--- src/rtl/seg_scan_driver.sv ---
// seg_scan_driver: time-multiplexed hex driver for a common-anode seven-segment bank.
// Double-buffered nibbles, per-digit dp and blanking, leading-zero suppression,
// anti-ghosting dead time at the start of each slot, and frame-boundary updates.
module seg_scan_driver #(
   parameter int DIGITS    = 4,
   parameter int SCAN_DIV  = 100000,
   parameter int BLANK_CYC = 1000
) (
   input  logic                  CLK,
   input  logic                  RST_n,
   input  logic [4*DIGITS-1:0]   data,
   input  logic [DIGITS-1:0]     dp_in,
   input  logic [DIGITS-1:0]     blank_in,
   input  logic                  lz_en,
   input  logic                  load,
   output logic [DIGITS-1:0]     an,
   output logic [7:0]            dispcode,
   output logic                  frame_done
);

   localparam int CW = $clog2(SCAN_DIV);
   localparam int IW = (DIGITS > 1) ? $clog2(DIGITS) : 1;
   localparam logic [CW-1:0] DIV_LAST  = CW'(SCAN_DIV - 1);
   localparam logic [IW-1:0] IDX_LAST  = IW'(DIGITS - 1);
   localparam logic [CW-1:0] BLANK_END = CW'(BLANK_CYC);

   logic [CW-1:0]         div_cnt_q, div_cnt_d;
   logic [IW-1:0]         idx_q, idx_d;
   logic [4*DIGITS-1:0]   pend_data_q, pend_data_d, act_data_q, act_data_d;
   logic [DIGITS-1:0]     pend_dp_q, pend_dp_d, act_dp_q, act_dp_d;
   logic [DIGITS-1:0]     pend_blank_q, pend_blank_d, act_blank_q, act_blank_d;
   logic                  pend_lz_q, pend_lz_d, act_lz_q, act_lz_d;
   logic [DIGITS-1:0]     an_q, an_d;
   logic [7:0]            dispcode_q, dispcode_d;
   logic                  frame_done_q, frame_done_d;
   logic                  wrap;
   logic                  upper_zero;
   logic [3:0]            nibble;

   // Hex nibble to active-low g..a pattern, dp bit left dark.
   function automatic logic [7:0] decode(input logic [3:0] n);
      case (n)
         4'h0: decode = 8'hC0;
         4'h1: decode = 8'hF9;
         4'h2: decode = 8'hA4;
         4'h3: decode = 8'hB0;
         4'h4: decode = 8'h99;
         4'h5: decode = 8'h92;
         4'h6: decode = 8'h82;
         4'h7: decode = 8'hD8;
         4'h8: decode = 8'h80;
         4'h9: decode = 8'h90;
         4'hA: decode = 8'h88;
         4'hB: decode = 8'h83;
         4'hC: decode = 8'hC6;
         4'hD: decode = 8'hA1;
         4'hE: decode = 8'h86;
         default: decode = 8'h8E;
      endcase
   endfunction

   // Scan counters; wrap marks the edge where the last digit's slot ends.
   always_comb begin
      div_cnt_d = div_cnt_q + 1'b1;
      idx_d     = idx_q;
      wrap      = 1'b0;
      if (div_cnt_q == DIV_LAST) begin
         div_cnt_d = '0;
         if (idx_q == IDX_LAST) begin
            idx_d = '0;
            wrap  = 1'b1;
         end else begin
            idx_d = idx_q + 1'b1;
         end
      end
   end

   // Pending buffer follows load; active copies pending only at the frame wrap,
   // taking a coincident load directly so it is not delayed a whole frame.
   always_comb begin
      pend_data_d  = pend_data_q;
      pend_dp_d    = pend_dp_q;
      pend_blank_d = pend_blank_q;
      pend_lz_d    = pend_lz_q;
      if (load) begin
         pend_data_d  = data;
         pend_dp_d    = dp_in;
         pend_blank_d = blank_in;
         pend_lz_d    = lz_en;
      end
      act_data_d  = act_data_q;
      act_dp_d    = act_dp_q;
      act_blank_d = act_blank_q;
      act_lz_d    = act_lz_q;
      if (wrap) begin
         act_data_d  = pend_data_d;
         act_dp_d    = pend_dp_d;
         act_blank_d = pend_blank_d;
         act_lz_d    = pend_lz_d;
      end
   end

   // Next anode/segment pattern for the current slot, including dead time and suppression.
   always_comb begin
      nibble     = act_data_q[{idx_q, 2'b00} +: 4];
      upper_zero = 1'b1;
      for (int j = 0; j < DIGITS; j++) begin
         if (j >= int'(idx_q) && act_data_q[4*j +: 4] != 4'h0) upper_zero = 1'b0;
      end
      an_d       = '1;
      dispcode_d = 8'hFF;
      if (div_cnt_q >= BLANK_END) begin
         an_d[idx_q] = 1'b0;
         if (act_blank_q[idx_q]) begin
            dispcode_d = 8'hFF;
         end else if (act_lz_q && idx_q != '0 && upper_zero) begin
            dispcode_d = {~act_dp_q[idx_q], 7'h7F};
         end else begin
            dispcode_d = decode(nibble);
            if (act_dp_q[idx_q]) dispcode_d[7] = 1'b0;
         end
      end
      frame_done_d = wrap;
   end

   // State and registered outputs; reset darkens the display immediately.
   always_ff @(posedge CLK or negedge RST_n) begin
      if (!RST_n) begin
         div_cnt_q    <= '0;
         idx_q        <= '0;
         pend_data_q  <= '0;
         pend_dp_q    <= '0;
         pend_blank_q <= '0;
         pend_lz_q    <= 1'b0;
         act_data_q   <= '0;
         act_dp_q     <= '0;
         act_blank_q  <= '0;
         act_lz_q     <= 1'b0;
         an_q         <= '1;
         dispcode_q   <= 8'hFF;
         frame_done_q <= 1'b0;
      end else begin
         div_cnt_q    <= div_cnt_d;
         idx_q        <= idx_d;
         pend_data_q  <= pend_data_d;
         pend_dp_q    <= pend_dp_d;
         pend_blank_q <= pend_blank_d;
         pend_lz_q    <= pend_lz_d;
         act_data_q   <= act_data_d;
         act_dp_q     <= act_dp_d;
         act_blank_q  <= act_blank_d;
         act_lz_q     <= act_lz_d;
         an_q         <= an_d;
         dispcode_q   <= dispcode_d;
         frame_done_q <= frame_done_d;
      end
   end

   assign an         = an_q;
   assign dispcode   = dispcode_q;
   assign frame_done = frame_done_q;

endmodule

--- config.mk ---
export PLATFORM = sky130hd
export DESIGN_NAME = seg_scan_driver
export DESIGN_NICKNAME = d
export VERILOG_FILES = /design/src/rtl/seg_scan_driver.sv
export SDC_FILE = /design/constraint.sdc
export NUM_CORES = 1
export LEC_CHECK = 0
export ABC_CLOCK_PERIOD_IN_PS = 2600
export CORE_UTILIZATION = 40
export CTS_BUF_LIST = sky130_fd_sc_hd__clkbuf_4
export DETAILED_ROUTE_END_ITERATION = 10
export SLEW_MARGIN = 20
export SYNTH_ARGS = -nofsm -noshare
export SYNTH_HDL_FRONTEND = slang
export SYNTH_SLANG_ARGS = --single-unit
--- constraint.sdc ---
create_clock -name CLK -period 2.6 [get_ports CLK]
set_input_delay 0.78 -clock CLK [delete_from_list [all_inputs] [get_ports CLK]]
set_output_delay 0.78 -clock CLK [all_outputs]
set_load 0.005 [all_outputs]
==> flow_summary_export.csv, run 1 <==
group,metric,value,unit
run_status,status,"finished clean",
synthesis,mappedNetlistArea,3732,um^2
sta,hold_viol,0,
worst_setup_path,critPathMaxFanout,1,
sta,skew,0.01742,ns
detailed_routing,maxUsedRoutingLayer,"met4",
cts,cts_tree,"done",
floorplan,die_y,98.60,um
cts,clock_sinks,82,
sta,timing.final.crit_share,86.49,%
pwr,leakagePower,1.946,nW
detailed_routing,wl_per_cell,15.39,um
detailed_routing,first_pass_iters,4,
floorplan,die_area,9721,um^2
cells_and_area,nets,361,
floorplan,start_util,41.98,%
sta,report.final.slew_viol_count,0,
floorplan,die_x,98.60,um
global_route,grt_pass1_wl,11700,um
cts,cts_made_buffers,9,
worst_setup_path,slowest_delay,0.54,ns
cts,postCtsHoldBufs,0,
sta,worstMarginPinSlew,0.4662,ns
sta,fmax,0.4447,GHz
synthesis,ys_seq_elements,82,
placed_design,hpwlAfterDp,4614,um
synthesis,synthFlopType,"dfrtp_1",
cts,cts_root_buffer,"clkbuf_4",
synthesis,synthCells,273,
synthesis,postSynthAreaPerCell,13.67,um^2
sta,finalCriticalPeriod,2.249,ns
sta,setup_viol,0,
detailed_routing,route.detailed.drc,0,
worst_setup_path,crit_slowest_cell,"dfstp_2",
pwr,ir_drop,0.2065,mV
cells_and_area,fin_area,4418,um^2
detailed_routing,ant_nets,0,
cts,cts.reportedPaths.clkPinSlew,0.14,ns
synthesis,synth-edff-count,0,
synthesis,postSynth.asyncResetShare,100.0,%
sta,rsz0062_at_grt,"false",
sta,setup_tns,0,ns
floorplan,io-pin-count,41,
cts,cts_buffer_depth,2,
floorplan,rows,34,
detailed_routing,viasPerCell,5.150,
synthesis,synth_area_leaders,"dfrtp_1 47%, dfstp_2 8.4%, mux2_2 7.8%, mux2_4 7.6%, ha_1 4.4%",
cts,cts_resized,0,
cells_and_area,final_common_cell,"dfrtp_1",
synthesis,synth_area_leader_cell,"dfrtp_1",
synthesis,synth_top_area_share,46.93,%
global_route,antenna_found_initial,0,
detailed_routing,drtIter0Drc,99,
run,maxCapViolCount,0,
cts,cts_max_level,3,
min_path,hold_class,"primary input to async pin",
floorplan,core-area,8891,um^2
sta,slew_headroom,68.92,%
cells_and_area,drive_above_1_share,28.62,%
detailed_routing,routed_wl,6663,um
worst_setup_path,crit_path_end_kind,"primary output",
global_route,grt_usage,15.57,%
worst_setup_path,critPathBufInv,1,
cts,cts_setup_buffers,0,
worst_setup_path,critical_path.startpoint_type,"register",
placed_design,port_buffers,40,
global_route,grt_pass1_vias,2355,
synthesis,synth.net_count,314,
synthesis,synth_warnings,0,
synthesis,ys_seq_area_share,55.38,%
worst_setup_path,cp_cell_sequence,"clkdlybuf4s50_1",
detailed_routing,wl_met3,266,um
detailed_routing,wl_met2,3262,um
placed_design,place_area,4282,um^2
global_route,grt_max_degree,49,
cells_and_area,layout_common_cells,"70 x dfrtp_1, 39 x clkdlybuf4s50_1, 26 x mux2_2, 19 x mux2_4, 17 x nand2_1",
worst_setup_path,crit_family,"flip-flops",
cells_and_area,diodes,0,
detailed_routing,via_count,2230,
placed_design,gp_congestion,0.8008,
worst_setup_path,worst-setup-path-type,"register to primary output",
pwr,power.density,518.0,nW/um^2
detailed_routing,wl_met1,3059,um
cts,insertion_delay,0.44,ns
global_route,grt_overflow_total,0,
synthesis,synth_cell_types,49,
worst_setup_path,cp.arrival,1.47,ns
worst_setup_path,critPathRequiredTime,1.82,ns
cells_and_area,area_growth,18.37,%
-- per-layer routing --
metal / up-vias / global-route usage (%)
li1: 1060 / -
met1: 1118 / 19.97
met2: 43 / 25.62
met3: 9 / 4.681
met4: 0 / 4.478
met5: - / 0
-- registers in the layout (all words and copies together) (netlist names) --
register / cells
an: 4
pend_blank_q: 4
pend_data_q: 16
idx_q: 2
frame_done: 1
act_data_q: 16
act_dp_q: 4
dispcode: 8
act_lz_q: 1
div_cnt_q: 17
pend_dp_q: 4
act_blank_q: 4
pend_lz_q: 1
-- cells in the mapped netlist (2+ instances only) --
| master | number |
|---|---|
| mux2_2 | 26 |
| mux2_4 | 19 |
| xor2_1 | 7 |
| nor2_1 | 10 |
| xnor2_1 | 6 |
| o21ai_1 | 3 |
| nor4_1 | 5 |
| inv_1 | 10 |
| nand4_1 | 4 |
| dfrtp_1 | 70 |
| nor3_1 | 3 |
| and4_1 | 2 |
| clkbuf_1 | 6 |
| or2_2 | 2 |
| dfstp_2 | 12 |
| buf_6 | 2 |
| mux4_2 | 6 |
| o211ai_1 | 2 |
| or3_1 | 3 |
| nand3_1 | 9 |
| mux2i_1 | 2 |
| mux2_1 | 6 |
| ha_1 | 13 |
| nand2_1 | 17 |
| nor2b_1 | 2 |
| o311ai_1 | 2 |
| nand2b_1 | 2 |
-- final cells by class --
type	instances	area, um^2
Tap cell	108	135.1
Clock inverter	7	68.82
Multi-Input combinational cell	170	1570
Sequential cell	82	2067
Fill cell	780	4473
Inverter	11	41.29
Clock buffer	9	67.56
Timing Repair Buffer	46	467.9
-- stage by stage --
step / hold slack, ns / setup slack (ns) / power (mW) / std cells / utilization [%]
final: 0.2727 / 0.3513 / 2.288 / 433 / 49.69
after global routing: 0.2713 / 0.2701 / 2.409 / 433 / 49.69
after CTS: 0.2689 / 0.3233 / 2.335 / 433 / 49.69
after detailed placement: 0.4837 / 0.3249 / 1.585 / 417 / 48.16
after global placement: 0.4755 / 0.3469 / 1.579 / 417 / 48.16
after floorplan: 0.4589 / 0.4625 / 1.483 / 273 / -
-- report_power, final --
group          switching [mW]  total, mW  internal [mW]
Clock                   0.441      0.732          0.291
Sequential             0.0248       1.36           1.33
Combinational          0.0824      0.198          0.115
-- cell families (layout without fill, tap and decap cells) --
logic type | Yosys count | after routing | share of synthesized area [%]
AOI/OAI and AO/OA | 16 | 16 | 3.084
xor gates and xnor gates | 13 | 13 | 3.051
adders and majority gates | 13 | 13 | 4.358
buffers and inverters | 21 | 73 | 2.547
DFF | 82 | 82 | 55.38
muxes | 59 | 59 | 21.45
and+or+nand+nor | 69 | 69 | 10.12
-- final timing paths --
path / startpoint / end / slack, ns / cells past startpoint
min in group CLK: act_lz_q / act_lz_q / 0.51 / 1
max: an[2] / an[2] / 0.35 / 1
min: RST_n / act_dp_q[0] / 0.27 / 1
min reg2reg: act_lz_q / act_lz_q / 0.51 / 1
max in group asynchronous: RST_n / an[3] / 1.65 / 2
max reg2reg: div_cnt_q[14] / act_lz_q / 0.46 / 5
Note: power is estimated with default switching activity, not from simulation.
==> run 2: changes to the inputs <==
--- a/config.mk
+++ b/config.mk
@@ -6,6 +6,7 @@
 export NUM_CORES = 1
 export LEC_CHECK = 0
 export ABC_CLOCK_PERIOD_IN_PS = 2600
+export CAP_MARGIN = 30
 export CORE_UTILIZATION = 40
 export CTS_BUF_LIST = sky130_fd_sc_hd__clkbuf_4
 export DETAILED_ROUTE_END_ITERATION = 10
==> results of run 2 <==
Same layout as run 1: the final DEF is identical, and so are final timing and power.
